--- src/rtl/demux_1a4_32bit.sv ---
// 1-to-4 demultiplexer with a one-entry registered slot per destination,
// valid/ready handshakes on both sides and a wrapping delivery counter per output.
module demux_1a4_32bit #(
  parameter int WIDTH = 32,
  parameter int CNT_W = 8
) (
  input  logic             CLK,
  input  logic             RST,
  input  logic [1:0]       SEL,
  input  logic [WIDTH-1:0] IN,
  input  logic             IN_VALID,
  output logic             IN_READY,
  output logic [WIDTH-1:0] OUT0,
  output logic [WIDTH-1:0] OUT1,
  output logic [WIDTH-1:0] OUT2,
  output logic [WIDTH-1:0] OUT3,
  output logic [3:0]       OUT_VALID,
  input  logic [3:0]       OUT_READY,
  output logic [CNT_W-1:0] CNT0,
  output logic [CNT_W-1:0] CNT1,
  output logic [CNT_W-1:0] CNT2,
  output logic [CNT_W-1:0] CNT3
);

  logic [3:0][WIDTH-1:0] data_q, data_d;
  logic [3:0]            valid_q, valid_d;
  logic [3:0][CNT_W-1:0] cnt_q, cnt_d;
  logic                  accept;
  logic [3:0]            deliver;

  // Only the addressed slot can stall the source; a slot draining this cycle frees up in time.
  assign IN_READY = ~valid_q[SEL] | OUT_READY[SEL];
  assign accept   = IN_VALID & IN_READY;
  assign deliver  = valid_q & OUT_READY;

  always_comb begin
    data_d  = data_q;
    valid_d = valid_q & ~deliver;
    cnt_d   = cnt_q;
    for (int k = 0; k < 4; k++) begin
      if (deliver[k]) cnt_d[k] = cnt_q[k] + CNT_W'(1);
    end
    if (accept) begin
      data_d[SEL]  = IN;
      valid_d[SEL] = 1'b1;
    end
  end

  always_ff @(posedge CLK or posedge RST) begin
    if (RST) begin
      data_q  <= '0;
      valid_q <= '0;
      cnt_q   <= '0;
    end else begin
      data_q  <= data_d;
      valid_q <= valid_d;
      cnt_q   <= cnt_d;
    end
  end

  assign OUT0      = data_q[0];
  assign OUT1      = data_q[1];
  assign OUT2      = data_q[2];
  assign OUT3      = data_q[3];
  assign OUT_VALID = valid_q;
  assign CNT0      = cnt_q[0];
  assign CNT1      = cnt_q[1];
  assign CNT2      = cnt_q[2];
  assign CNT3      = cnt_q[3];

endmodule

--- config.mk ---
export PLATFORM = sky130hd
export DESIGN_NAME = demux_1a4_32bit
export DESIGN_NICKNAME = d
export VERILOG_FILES = /design/src/rtl/demux_1a4_32bit.sv
export SDC_FILE = /design/constraint.sdc
export NUM_CORES = 1
export LEC_CHECK = 0
export BUFFER_PORTS_ARGS = -buffer_cell sky130_fd_sc_hd__buf_2
export CAP_MARGIN = 20
export CORE_MARGIN = 1.5
export CORE_UTILIZATION = 54
export CTS_CLUSTER_SIZE = 20
export DETAILED_ROUTE_END_ITERATION = 8
export PLACE_DENSITY = 0.86
export SLEW_MARGIN = 15
export SYNTH_ARGS = -nofsm -noshare
export SYNTH_HDL_FRONTEND = slang
export SYNTH_SLANG_ARGS = --single-unit
--- constraint.sdc ---
create_clock -name CLK -period 9.35 [get_ports CLK]
set_input_delay 0.935 -clock CLK [delete_from_list [all_inputs] [get_ports CLK]]
set_output_delay 0.935 -clock CLK [all_outputs]
set_load 0.03 [all_outputs]
-- Yosys cells after proc, flatten, opt, wreduce, memory -nomap -nowiden
Cells that the tools add are included.
- output and inout bits: 165
- register bits after elaboration: 164
- logic and storage cells: 33
- $add $sub $neg: 4
- bitwise gates (word level): 7
- reductions and logical operators: 1
- $lt $le $gt $ge: 2
- multiplexer cells: 10
- operator list (operator ; count):
    bitwise mux 128 bit ; 1
    demux 32 bit (select 2 bit) ; 1
    adder 8 x 1 -> 8 bit (second input constant) ; 4
    two-way mux 32 bit ; 1
    bitwise AND 4 bit ; 2
    binary-select mux 1 bit (select 2 bit) ; 2
    two-way mux 4 bit ; 1
    NOT 4 bit ; 1
    OR 4 bit ; 1
    < comparator 2 x 3 -> 1 bit (second input constant) ; 1
    two-way mux 1 bit ; 3
    demux 1 bit (select 2 bit) ; 1
    >= comparator 2 x 1 -> 1 bit (second input constant) ; 1
    bitwise AND 1 bit ; 1
    logical AND 1 bit ; 1
    NOT 1 bit ; 1
    OR 1 bit ; 1

-- Logic depth before layout (Yosys ltp)
- depth after elaboration: 6
- depth in mapped cells: 5

-- Worst setup path before layout
OpenSTA, ideal clock, no wires.
- path type: input to output
- from: in OUT_READY[3]
- to: out IN_READY
- path slack: 6.753 ns
- buffers on the path: 0
- data arrival time: 1.662 ns
- stages on the path: 2
- data required time: 8.415 ns
- path through: nand2b_1 mux4_2
- cells in the longest elaborated chain, start to end: 3
- RTL lines (item ; line ; source):
    from (decl) ; 18 ; input logic [3:0] OUT_READY,
    binary-select mux 1 bit (select 2 bit) ; 32 ; assign IN_READY = ~valid_q[SEL] | OUT_READY[SEL];
    two-way mux 1 bit (not written as such) ; 32 ;
    OR 1 bit ; 32 ;
    to (decl) ; 12 ; output logic IN_READY,
No other way between the ends. The select of a mux whose other input is x is not followed.

-- Worst setup path after layout
- from: in OUT_READY[1]
- to: out IN_READY
The elaborated chain is that of the path after synthesis.

==> flow_metrics.py <==
metrics = {
    "outcome": {
        "outcome": "finished clean",
    },
    "logic_synthesis": {
        "synthTopCellsByArea": "dfrtp_1 (64%), mux2_2 (22%), xnor2_1 (2.9%)",
        "synth_top_area_frac": 0.644,
        "syn_inst": 403,
        "yosysUniqueCellTypes": 24,
        "avgSynthCellArea_um2": 15.8,
        "seq_area_frac_synth": 0.644,
        "synth_area_um2": 6380,
        "synth-edff-count": 0,
        "syn-num-nets": 448,
        "synth-seq-cells": 164,
        "yosysTopAreaCell": "dfrtp_1",
        "synth_async_sr_flop_share": 1.00,
        "synthFlopType": "dfrtp_1",
        "yosysWarningCount": 0,
    },
    "route": {
        "drtIter0Drc": 206,
        "antenna_left": 0,
        "via_count": 4129,
        "routed_wl_mm": 14.0,
        "viasPerCell": 5.35,
        "drc": 0,
        "drt-wirelength-per-cell_um": 18.2,
        "drt_pre_antenna_iters": 4,
    },
    "cells_and_area": {
        "design_area_um2": 8130,
        "layout_commonest_cell": "buf_2",
        "drive_gt1_frac": 0.590,
        "area_delta_synth_final_pct": 27.5,
        "nFillCells": 779,
        "diodes": 0,
        "fin_nets": 663,
        "regArea_um2": 4100,
        "multi_input_area_um2": 2150,
        "final_cell_mix": "buf_2 (205), dfrtp_1 (164), mux2_2 (125)",
    },
    "place": {
        "place.gp.congestion": 0.801,
        "hpwl_mm": 9.57,
        "placed_area_um2": 7500,
        "port_buffers": 205,
        "pre_cts_ws_ns": 6.37,
    },
    "setup_path": {
        "path_class": "in -> out",
        "critPathLaunchType": "input port",
        "worstReg2RegEnd": "OUT1[2]",
        "crit_path_start": "OUT_READY[1]",
        "crit_arrival_ns": 1.91,
        "path_max_fanout": 5,
        "r2r_start": "OUT_VALID[1]",
        "r2r_cells": 4,
        "r2r_slack_ns": 7.07,
        "crit_required_ns": 8.42,
        "endpoint_kind": "output port",
    },
    "floorplan": {
        "die_h_um": 112,
        "start_util": 0.556,
        "die_w_um": 112,
        "core-area_um2": 11500,
        "die-area_um2": 12500,
        "rows": 39,
        "io_pins": 206,
    },
    "cts": {
        "cts-root-buf": "clkbuf_16",
        "cts_tree": "built",
        "clkSinkCount": 164,
        "cts_max_path_buffers": 2,
        "ctsResizeCount": 0,
        "numCtsBuffers": 17,
        "clkLatencyLatePin_ns": 0.42,
        "cts_hold_buf": 0,
        "cts_setup_buffers": 0,
        "h-tree-depth": 4,
        "cts.clk_slew.worst_paths_ns": 0.06,
    },
    "sta": {
        "setup_viol": 0,
        "rsz0062_at_grt": "no",
        "clock_skew_ns": 0.00581,
        "setup_slack_ns": 6.50,
        "max_freq_mhz": 351,
        "finalHoldViolCount": 0,
        "maxSlewHeadroom": 0.354,
        "tightest_slew_ns": 0.965,
        "min_period_over_period": 0.304,
        "fin_crit_ns": 2.85,
        "slew_viol_final": 0,
        "setup_tns_ns": 0,
    },
    "grt": {
        "grt_pass1_wl_mm": 22.5,
        "grt_max_degree": 94,
        "grt_pass1_vias": 4359,
        "gr-total-overflow": 0,
        "antenna_found_initial": 0,
        "grt_usage": 0.235,
    },
    "hold_path": {
        "hp-class": "reg -> reg",
        "min_to": "CNT1[7]",
        "min_path_cells": 1,
        "hp-start": "CNT1[7]",
    },
    "power": {
        "peakVddDrop_mv": 0.186,
        "total_power_mw": 2.41,
        "pwr_density_cell_nw_per_um2": 296,
        "leakagePower_nw": 3.95,
    },
    "job": {
        "maxCapViolCount": 0,
    },
}
[cells by family after synthesis]
group,share of synthesized area
flip-flops,0.644
multiplexers,0.237
AND/OR/NAND/NOR,0.0518
XOR/XNOR,0.0385
buffers and inverters,0.0202
adder cells (fa/ha/maj),0.00785
AO/OA/AOI/OAI,0.00157
[final cells by class]
type                    instances  area share
multi-input cells             224       0.265
repair buffers                209       0.132
flip-flops and latches        164       0.505
clock buffers                  21      0.0591
clock inverters                 9      0.0157
well taps                     143      0.0220
inverters                       2     0.00154
[cell usage after synthesis (4+ instances only)]
cell type,instances
nand2_1,14
xnor2_1,21
mux2_1,7
ha_1,4
nor2_1,5
nand2b_1,4
mux2_2,125
nand3_1,10
buf_6,9
dfrtp_1,164
nand4_1,10
and4_1,4
xor2_1,7
[worst max-delay path: stages]
cell and delay (ns):
buf_2 0.13, nand2b_1 0.19, mux4_2 0.47, buf_2 0.19
[flip-flops by register name, indices dropped and copies added, names as in the netlist]
name / count
CNT1: 8
OUT2: 32
OUT1: 32
CNT2: 8
CNT3: 8
OUT3: 32
CNT0: 8
OUT0: 32
OUT_VALID: 4
[worst max-delay path by stage]
stage,end,slack [ns]
floorplan,CNT0[0],3.98
global placement,OUT1[10],6.45
detailed placement,OUT1[2],6.37
CTS,IN_READY,6.50
global route,IN_READY,6.47
finish,IN_READY,6.50
[through the flow]
stage	hold WS, ns	std cells	util
after floorplan	0.649	403	-
after global placement	0.452	741	0.654
after detailed placement	0.456	741	0.654
after CTS	0.465	771	0.707
after global routing	0.489	772	0.709
final	0.467	772	0.709
[per-layer routing]
metal / track usage / up-vias / wire length (µm)
li1: - / 1848 / -
met1: 0.285 / 2093 / 5610
met2: 0.392 / 167 / 7110
met3: 0.0735 / 21 / 1060
met4: 0.0945 / 0 / 263
met5: 0 / - / 0
[report_power, final]
group / switching (mW) / leakage (nW) / internal, mW
clock: 0.264 / 0.305 / 0.444
combinational: 0.476 / 1.66 / 0.240
sequential: 0.118 / 1.99 / 0.865
total: 0.858 / 3.95 / 1.55
(Power assumes the default switching activity.)
